--- src/rtl/md_issue_ctrl_pkg.sv ---
// Shared constants for the MD issue controller: SPECIAL opcode, MD funct codes,
// default latencies and FSM state encodings.
package md_issue_ctrl_pkg;

  localparam logic [5:0] OP_SPECIAL = 6'b000000;

  localparam logic [5:0] F_MULT  = 6'b011000;
  localparam logic [5:0] F_MULTU = 6'b011001;
  localparam logic [5:0] F_DIV   = 6'b011010;
  localparam logic [5:0] F_DIVU  = 6'b011011;
  localparam logic [5:0] F_MFHI  = 6'b010000;
  localparam logic [5:0] F_MTHI  = 6'b010001;
  localparam logic [5:0] F_MFLO  = 6'b010010;
  localparam logic [5:0] F_MTLO  = 6'b010011;

  localparam int MULT_LAT_DEF = 5;
  localparam int DIV_LAT_DEF  = 10;
  localparam int SLACK_DEF    = 2;

  localparam int CNT_W = 8;

  typedef enum logic [1:0] {
    IDLE  = 2'd0,
    ARMED = 2'd1,
    BUSY  = 2'd2
  } md_state_e;

  function automatic logic [CNT_W-1:0] lat_load(input logic is_div, input int mult_lat,
                                                input int div_lat, input int slack);
    lat_load = is_div ? CNT_W'(div_lat + slack) : CNT_W'(mult_lat + slack);
  endfunction

endpackage

--- src/rtl/md_issue_ctrl_decode.sv ---
// Combinational MD class decoder: flags mult/div starts, div ops and HI/LO moves.
module md_class_decode
  import md_issue_ctrl_pkg::*;
(
  input  logic [31:0] instr,
  output logic        is_start,
  output logic        is_div,
  output logic        is_rw
);

  logic unused_bits;
  assign unused_bits = ^instr[25:6];

  always_comb begin
    is_start = 1'b0;
    is_div   = 1'b0;
    is_rw    = 1'b0;
    if (instr[31:26] == OP_SPECIAL) begin
      case (instr[5:0])
        F_MULT, F_MULTU: is_start = 1'b1;
        F_DIV, F_DIVU: begin
          is_start = 1'b1;
          is_div   = 1'b1;
        end
        F_MFHI, F_MTHI, F_MFLO, F_MTLO: is_rw = 1'b1;
        default: ;
      endcase
    end
  end

endmodule

--- src/rtl/md_issue_ctrl.sv ---
// D-stage issue control for the multiply/divide unit: stalls HI/LO users and
// checks busy timing. Optional stall counter enabled by MD_STALL_CNT_EN.
module md_issue_ctrl
  import md_issue_ctrl_pkg::*;
#(
  parameter int MULT_LAT = MULT_LAT_DEF,
  parameter int DIV_LAT  = DIV_LAT_DEF,
  parameter int SLACK    = SLACK_DEF
) (
  input  logic        clk,
  input  logic        reset_n,
  input  logic [31:0] instr_d,
  input  logic        valid_d,
  input  logic [31:0] instr_e,
  input  logic        md_start,
  input  logic        md_busy,
  output logic        stall_md,
  output logic        hilo_ready,
  output logic        md_err,
  output logic [31:0] stall_cycles
);

  md_state_e        state;
  logic [CNT_W-1:0] cnt;

  logic d_start, d_rw, d_div_unused;
  logic e_div, e_start_unused, e_rw_unused;
  logic md_d;

  md_class_decode u_dec_d (
    .instr    (instr_d),
    .is_start (d_start),
    .is_div   (d_div_unused),
    .is_rw    (d_rw)
  );

  md_class_decode u_dec_e (
    .instr    (instr_e),
    .is_start (e_start_unused),
    .is_div   (e_div),
    .is_rw    (e_rw_unused)
  );

  assign md_d = valid_d & (d_start | d_rw);

  // Outputs are forced to their idle values while reset is held, regardless of inputs.
  assign stall_md   = reset_n & md_d & (md_start | md_busy | (state != IDLE));
  assign hilo_ready = ~reset_n | ((state == IDLE) & ~md_start & ~md_busy);

  always_ff @(posedge clk or negedge reset_n) begin
    if (!reset_n) begin
      state  <= IDLE;
      cnt    <= '0;
      md_err <= 1'b0;
    end else if (md_start) begin
      if (state != IDLE) md_err <= 1'b1;
      state <= ARMED;
      cnt   <= lat_load(e_div, MULT_LAT, DIV_LAT, SLACK);
    end else begin
      case (state)
        IDLE: ;
        ARMED: begin
          cnt <= (cnt != '0) ? cnt - CNT_W'(1) : '0;
          if (md_busy) begin
            state <= BUSY;
          end else begin
            state  <= IDLE;
            md_err <= 1'b1;
          end
        end
        BUSY: begin
          if (!md_busy) begin
            state <= IDLE;
          end else if (cnt == '0) begin
            md_err <= 1'b1;
          end else begin
            cnt <= cnt - CNT_W'(1);
          end
        end
        default: state <= IDLE;
      endcase
    end
  end

`ifdef MD_STALL_CNT_EN
  logic [31:0] stall_cnt;

  always_ff @(posedge clk or negedge reset_n) begin
    if (!reset_n) begin
      stall_cnt <= '0;
    end else if (stall_md && (stall_cnt != 32'hFFFF_FFFF)) begin
      stall_cnt <= stall_cnt + 32'd1;
    end
  end

  assign stall_cycles = stall_cnt;
`else
  assign stall_cycles = '0;
`endif

endmodule

--- config.mk ---
export PLATFORM = sky130hd
export DESIGN_NAME = md_issue_ctrl
export DESIGN_NICKNAME = d
export VERILOG_FILES = /design/src/rtl/md_issue_ctrl_pkg.sv /design/src/rtl/md_issue_ctrl_decode.sv /design/src/rtl/md_issue_ctrl.sv
export SDC_FILE = /design/constraint.sdc
export NUM_CORES = 1
export LEC_CHECK = 0
export BUFFER_PORTS_ARGS = -buffer_cell sky130_fd_sc_hd__buf_2
export CORE_MARGIN = 5
export CORE_UTILIZATION = 30
export DETAILED_ROUTE_END_ITERATION = 6
export GPL_TIMING_DRIVEN = 0
export PLACE_DENSITY = 0.68
export SLEW_MARGIN = 20
export SYNTH_ARGS = -nofsm -noshare
export SYNTH_HDL_FRONTEND = slang
export SYNTH_HIERARCHICAL = 1
export SYNTH_SLANG_ARGS = --single-unit
--- constraint.sdc ---
create_clock -name clk -period 4.7 [get_ports clk]
set_clock_uncertainty 0.1 [all_clocks]
set_input_delay 0 -clock clk [delete_from_list [all_inputs] [get_ports clk]]
set_output_delay 0 -clock clk [all_outputs]
set_load 0.05 [all_outputs]
Word level (Yosys, flattened, before mapping)
Cells that the tools add are included.

Reduce and logical (&&, ||, !) cells: 13. Muxes and demuxes: 22. $add $sub $neg: 1. Equal/unequal tests: 19. Magnitude comparators: 0. Divide/modulo/power cells: 0. Shift operators: 0. Bitwise operators: 12. Multiply operators: 0.

Operators by type and width (number): 6-bit by 5-bit equality test with 1-bit output, second input constant (10); 8-bit 2-to-1 mux (4); 8-bit case mux with 2 select lines (1); 3-bit inequality test, second input constant (5); 6-bit logical NOT (2); 1-bit 2-to-1 mux (11); 8-bit logical NOT (1); 8-bit nonzero test (1); 4-bit OR reduction (2); 8-bit by 1-bit subtractor with 8-bit output, second input constant (1); 2-bit 2-to-1 mux (3); 2-bit case mux with 3 select lines (1); 1-bit bitwise AND (5); 5-bit AND reduction (1); 4-bit 2-to-1 mux (1); 1-bit bitwise OR (4); 1-bit inverter (3); 3-bit AND reduction (1); 3-bit nonzero test (1); 2-bit by 1-bit equality test with 1-bit output, second input constant (1); 2-bit equality test, second input constant (1); 2-bit logical NOT (1); 2-bit by 1-bit inequality test with 1-bit output, second input constant (1); 2-bit inequality test, second input constant (1); other kinds (4) (4).

Output and inout port bits: 35. Memories kept: 0. Logic and storage cells: 70. Flip-flop bits (word level): 11. Bits in latches: 0. Input port bits: 69. Memory bits (writable): 0. Bits in read-only memories: 0.

Longest topological paths before layout
Word-level depth: 8. Mapped depth: 6. Mapped depth without buffers: 6.

Cells and area by module
The synthesis kept the hierarchy.

By module, submodules not included: md_issue_ctrl (instances 1, area an instance 983.4 um2, cells an instance 105, seq. area each 275.3 um2); md_class_decode (instances 2, area an instance 61.3 um2, cells an instance 8, seq. area each 0.0 um2).

Worst setup path before layout
OpenSTA, ideal clock, no wires.

Path kind: flip-flop to output port. From: reg state[1]. To: out stall_md. Arrival: 2900 ps. Data required time: 4600 ps. Cell stages (with the launch flop): 3. Path slack: 1700 ps. Buffers on the path: 0. Cells stage by stage: dfrtp_1 > o41ai_1 > nor2_1.

Word-level cells in the longest chain between the ends: 3.

RTL lines: start: declaration (RTL line md_issue_ctrl.sv:23) `md_state_e state;`; start signal: assignment (RTL line md_issue_ctrl.sv:52) `state <= IDLE;`; start signal: assignment (RTL line md_issue_ctrl.sv:57) `state <= ARMED;`; start signal: assignment (RTL line md_issue_ctrl.sv:65) `state <= BUSY;`; 2-bit nonzero test (RTL line md_issue_ctrl.sv:47) `assign stall_md = reset_n & md_d & (md_start | md_busy | (state != IDLE));`; 1-bit bitwise OR (RTL line md_issue_ctrl.sv:47); 1-bit bitwise AND (RTL line md_issue_ctrl.sv:47); end: declaration (RTL line md_issue_ctrl.sv:17) `output logic stall_md,`.

Every way passes these cells.

Final worst setup path
From: reg cnt[0]. To: reg cnt[1].

Word-level cells in the longest chain between the ends: 5. Elaborated cells on any way between the ends: 10. Classes of those cells: 1 x add/sub; 1 x eq/ne; 5 x mux; 3 x reduce/logical.

RTL lines: start: declaration (RTL line md_issue_ctrl.sv:24) `logic [CNT_W-1:0] cnt;`; start signal: assignment (RTL line md_issue_ctrl.sv:58) `cnt <= lat_load(e_div, MULT_LAT, DIV_LAT, SLACK);`; start signal: assignment (RTL line md_issue_ctrl.sv:63) `cnt <= (cnt != '0) ? cnt - CNT_W'(1) : '0;`; start signal: assignment (RTL line md_issue_ctrl.sv:77) `cnt <= cnt - CNT_W'(1);`; 8-bit by 1-bit subtractor with 8-bit output (RTL line md_issue_ctrl.sv:63, md_issue_ctrl.sv:77); 8-bit 2-to-1 mux (RTL line md_issue_ctrl.sv:74) `end else if (cnt == '0) begin`; 8-bit 2-to-1 mux (RTL line md_issue_ctrl.sv:72) `if (!md_busy) begin`; 8-bit case mux with 2 select lines (RTL line md_issue_ctrl.sv:60) `case (state)`; 8-bit 2-to-1 mux (RTL line md_issue_ctrl.sv:55) `end else if (md_start) begin`.

Several ways; a longest one is shown, not always the timed one. The select of a mux whose other input is x is not followed. A chain may end at the register's enable or synchronous reset.

==> out/metrics.cfg <==
[placement]
portBuffers = 28
place.detailed.hpwl_mm = 1.84
place_area_um2 = 1380
place_ws_ns = 2.62
replace_congestion = 0.832

[timing]
layout_min_cycle_time_ns = 2.07
worst_pin_slew_ns = 0.525
hold_viol_final = 0
grt_setup_unrepaired = no
tns_ns = 0
finalMaxSlewViolations = 0
final_clock_period_utilization_by_the_worst_path = 0.441
postLayoutSetupSlackWorst_ns = 2.63
setup_viol = 0
max-slew-margin-rel = 0.645
achievable-frequency_mhz = 483

[die]
die_x_um = 69.7
floorplan.rows = 21
number_of_i_o_pins = 104
die_h_um = 69.7
starting_density_of_the_core = 0.316
design.core.area_um2 = 3390
die_area_um2 = 4860

[drt]
detail_route.iter0.violations = 66
drt_drc_violations_left = 0
pre_antenna_drt_iters = 4
antenna_violating_nets_post_route = 0
finalWirelength_mm = 2.25
drt-wirelength-per-cell_um = 9.89
vias_per_cell = 4.09
via_count = 932

[global_routing]
globalRouteMet2Util = 0.160
groute.layer.met3.usage = 0.0333
grt_util_met1 = 0.120
grt_pass1_wl_mm = 3.89
grt.overflow.total = 0
track_usage = 0.0986
antenna_found_initial = 0
gr-max-usage-layer = met2
via_count_of_the_first_global_routing_pass = 887
grt_max_degree = 13

[power_and_ir_drop]
power.density_nw_per_um2 = 216
p_leak_nw = 0.777
total_power_uw = 312
ir_worst_vdd_mv = 0.0672

[finish]
nFillCells = 339
final_net_count = 254
num_antenna_cells = 0
finalInstanceArea_um2 = 1440
post_route_cells_drive_above_1_share = 0.462
syn2layout_area_growth_pct = 34.6
sequential_cell_area_um2 = 275
multi_input_area_um2 = 633

[yosys]
postSynthAreaPerCell_um2 = 9.22
gate_count_post_synth = 116
mapped_cell_area_um2 = 1070
synthesis.yosys.warnings = 6

[clock_network]
cts.htree.levels = 1
clock_tree_from_tritoncts = yes
clock_tree.root_cell = sky130_fd_sc_hd__clkbuf_4
tritoncts_buffer_count = 3
clkLatencyLatePin_ns = 0.27
path_clk_slew_ns = 0.08
clock_tree.buffer_depth = 2
number_of_sinks_handled_by_clock_tree_synthesis = 11

[worst_setup_path]
required_worst_endpoint_ns = 4.75
endpoint_kind = flop
crit_end = cnt[1]
critical_path_arrival_ns = 2.12
worstSetupPathType = reg2reg
worst-r2r-setup-slack_ns = 2.63
capture_instance_of_the_worst_register_to_register_path = cnt[1]
critical_path.startpoint = cnt[0]
worst-path-max-fanout = 8
r2r-start = cnt[0]
worst-r2r-cell-count = 6
startpoint_type = flop

[outcome]
status = finished, final reports clean

[worst_hold_path]
hold_path_class = in2async

[flow_run]
maxCapViolCount = 0

-- cell type report --
type,instances,area share
Timing Repair Buffer,31,0.118
Tap cell,46,0.0400
Buffer,34,0.177
Sequential cell,11,0.191
Clock buffer,4,0.0182
Inverter,6,0.0156
Multi-Input combinational cell,96,0.440
-- how the worst min path moves through the flow --
stage,cells past startpoint,from,slack (ns),end
floorplan,0,reset_n,-0.40,cnt[0]
global placement,1,reset_n,-0.21,md_err
detailed placement,1,reset_n,-0.20,cnt[2]
CTS,2,reset_n,0.04,cnt[2]
global route,2,reset_n,0.05,cnt[2]
finish,2,reset_n,0.04,cnt[2]
-- layout by cell type, fill, tap and decap left out, drive strengths merged, types with 3 or more instances in the layout --
master	instances
inv	6
nor3	8
nand2	4
or2	3
nor2	3
buf	61
a21oi	4
a211o	3
clkbuf	5
o21ai	4
dfrtp	11
dlygate4sd3	3
conb	32
-- critical path: stages (launching register included) --
cell                      delay (ns)
sky130_fd_sc_hd__dfrtp_1        0.40
sky130_fd_sc_hd__inv_1          0.08
sky130_fd_sc_hd__ha_1           0.15
sky130_fd_sc_hd__nor4b_4        0.33
sky130_fd_sc_hd__a21oi_2        0.13
sky130_fd_sc_hd__nor3_4         0.38
sky130_fd_sc_hd__mux2_2         0.38
-- routing by layer --
metal,share of wire,up-vias
met2,0.50,28
met4,0.0084,0
met5,0,-
met3,0.062,2
li1,-,487
met1,0.43,415
-- through the flow --
step	utilization	std cells	hold slack, ns
detailed placement	0.408	221	-0.204
global placement	0.408	221	-0.208
floorplan	-	147	-0.396
CTS	0.425	228	0.0401
global route	0.425	228	0.0512
finish	0.425	228	0.0373
-- flip-flops by register name, indices dropped and copies added, names as in the netlist --
register  cells
cnt           8
md_err        1
state         2
-- power by group --
group	switching, mW	total (mW)	internal [mW]
clock network	0.0338	0.0667	0.0328
registers	0.00726	0.108	0.101
logic	0.0889	0.137	0.0477
total	0.130	0.312	0.182
-- timing repair --
action	CTS	global route
hold endpoints to repair	13	0
buffers inserted	0	0
gates resized for setup	0	0
hold buffers	3	0
No activity file was read; power rests on OpenSTA's default activity.
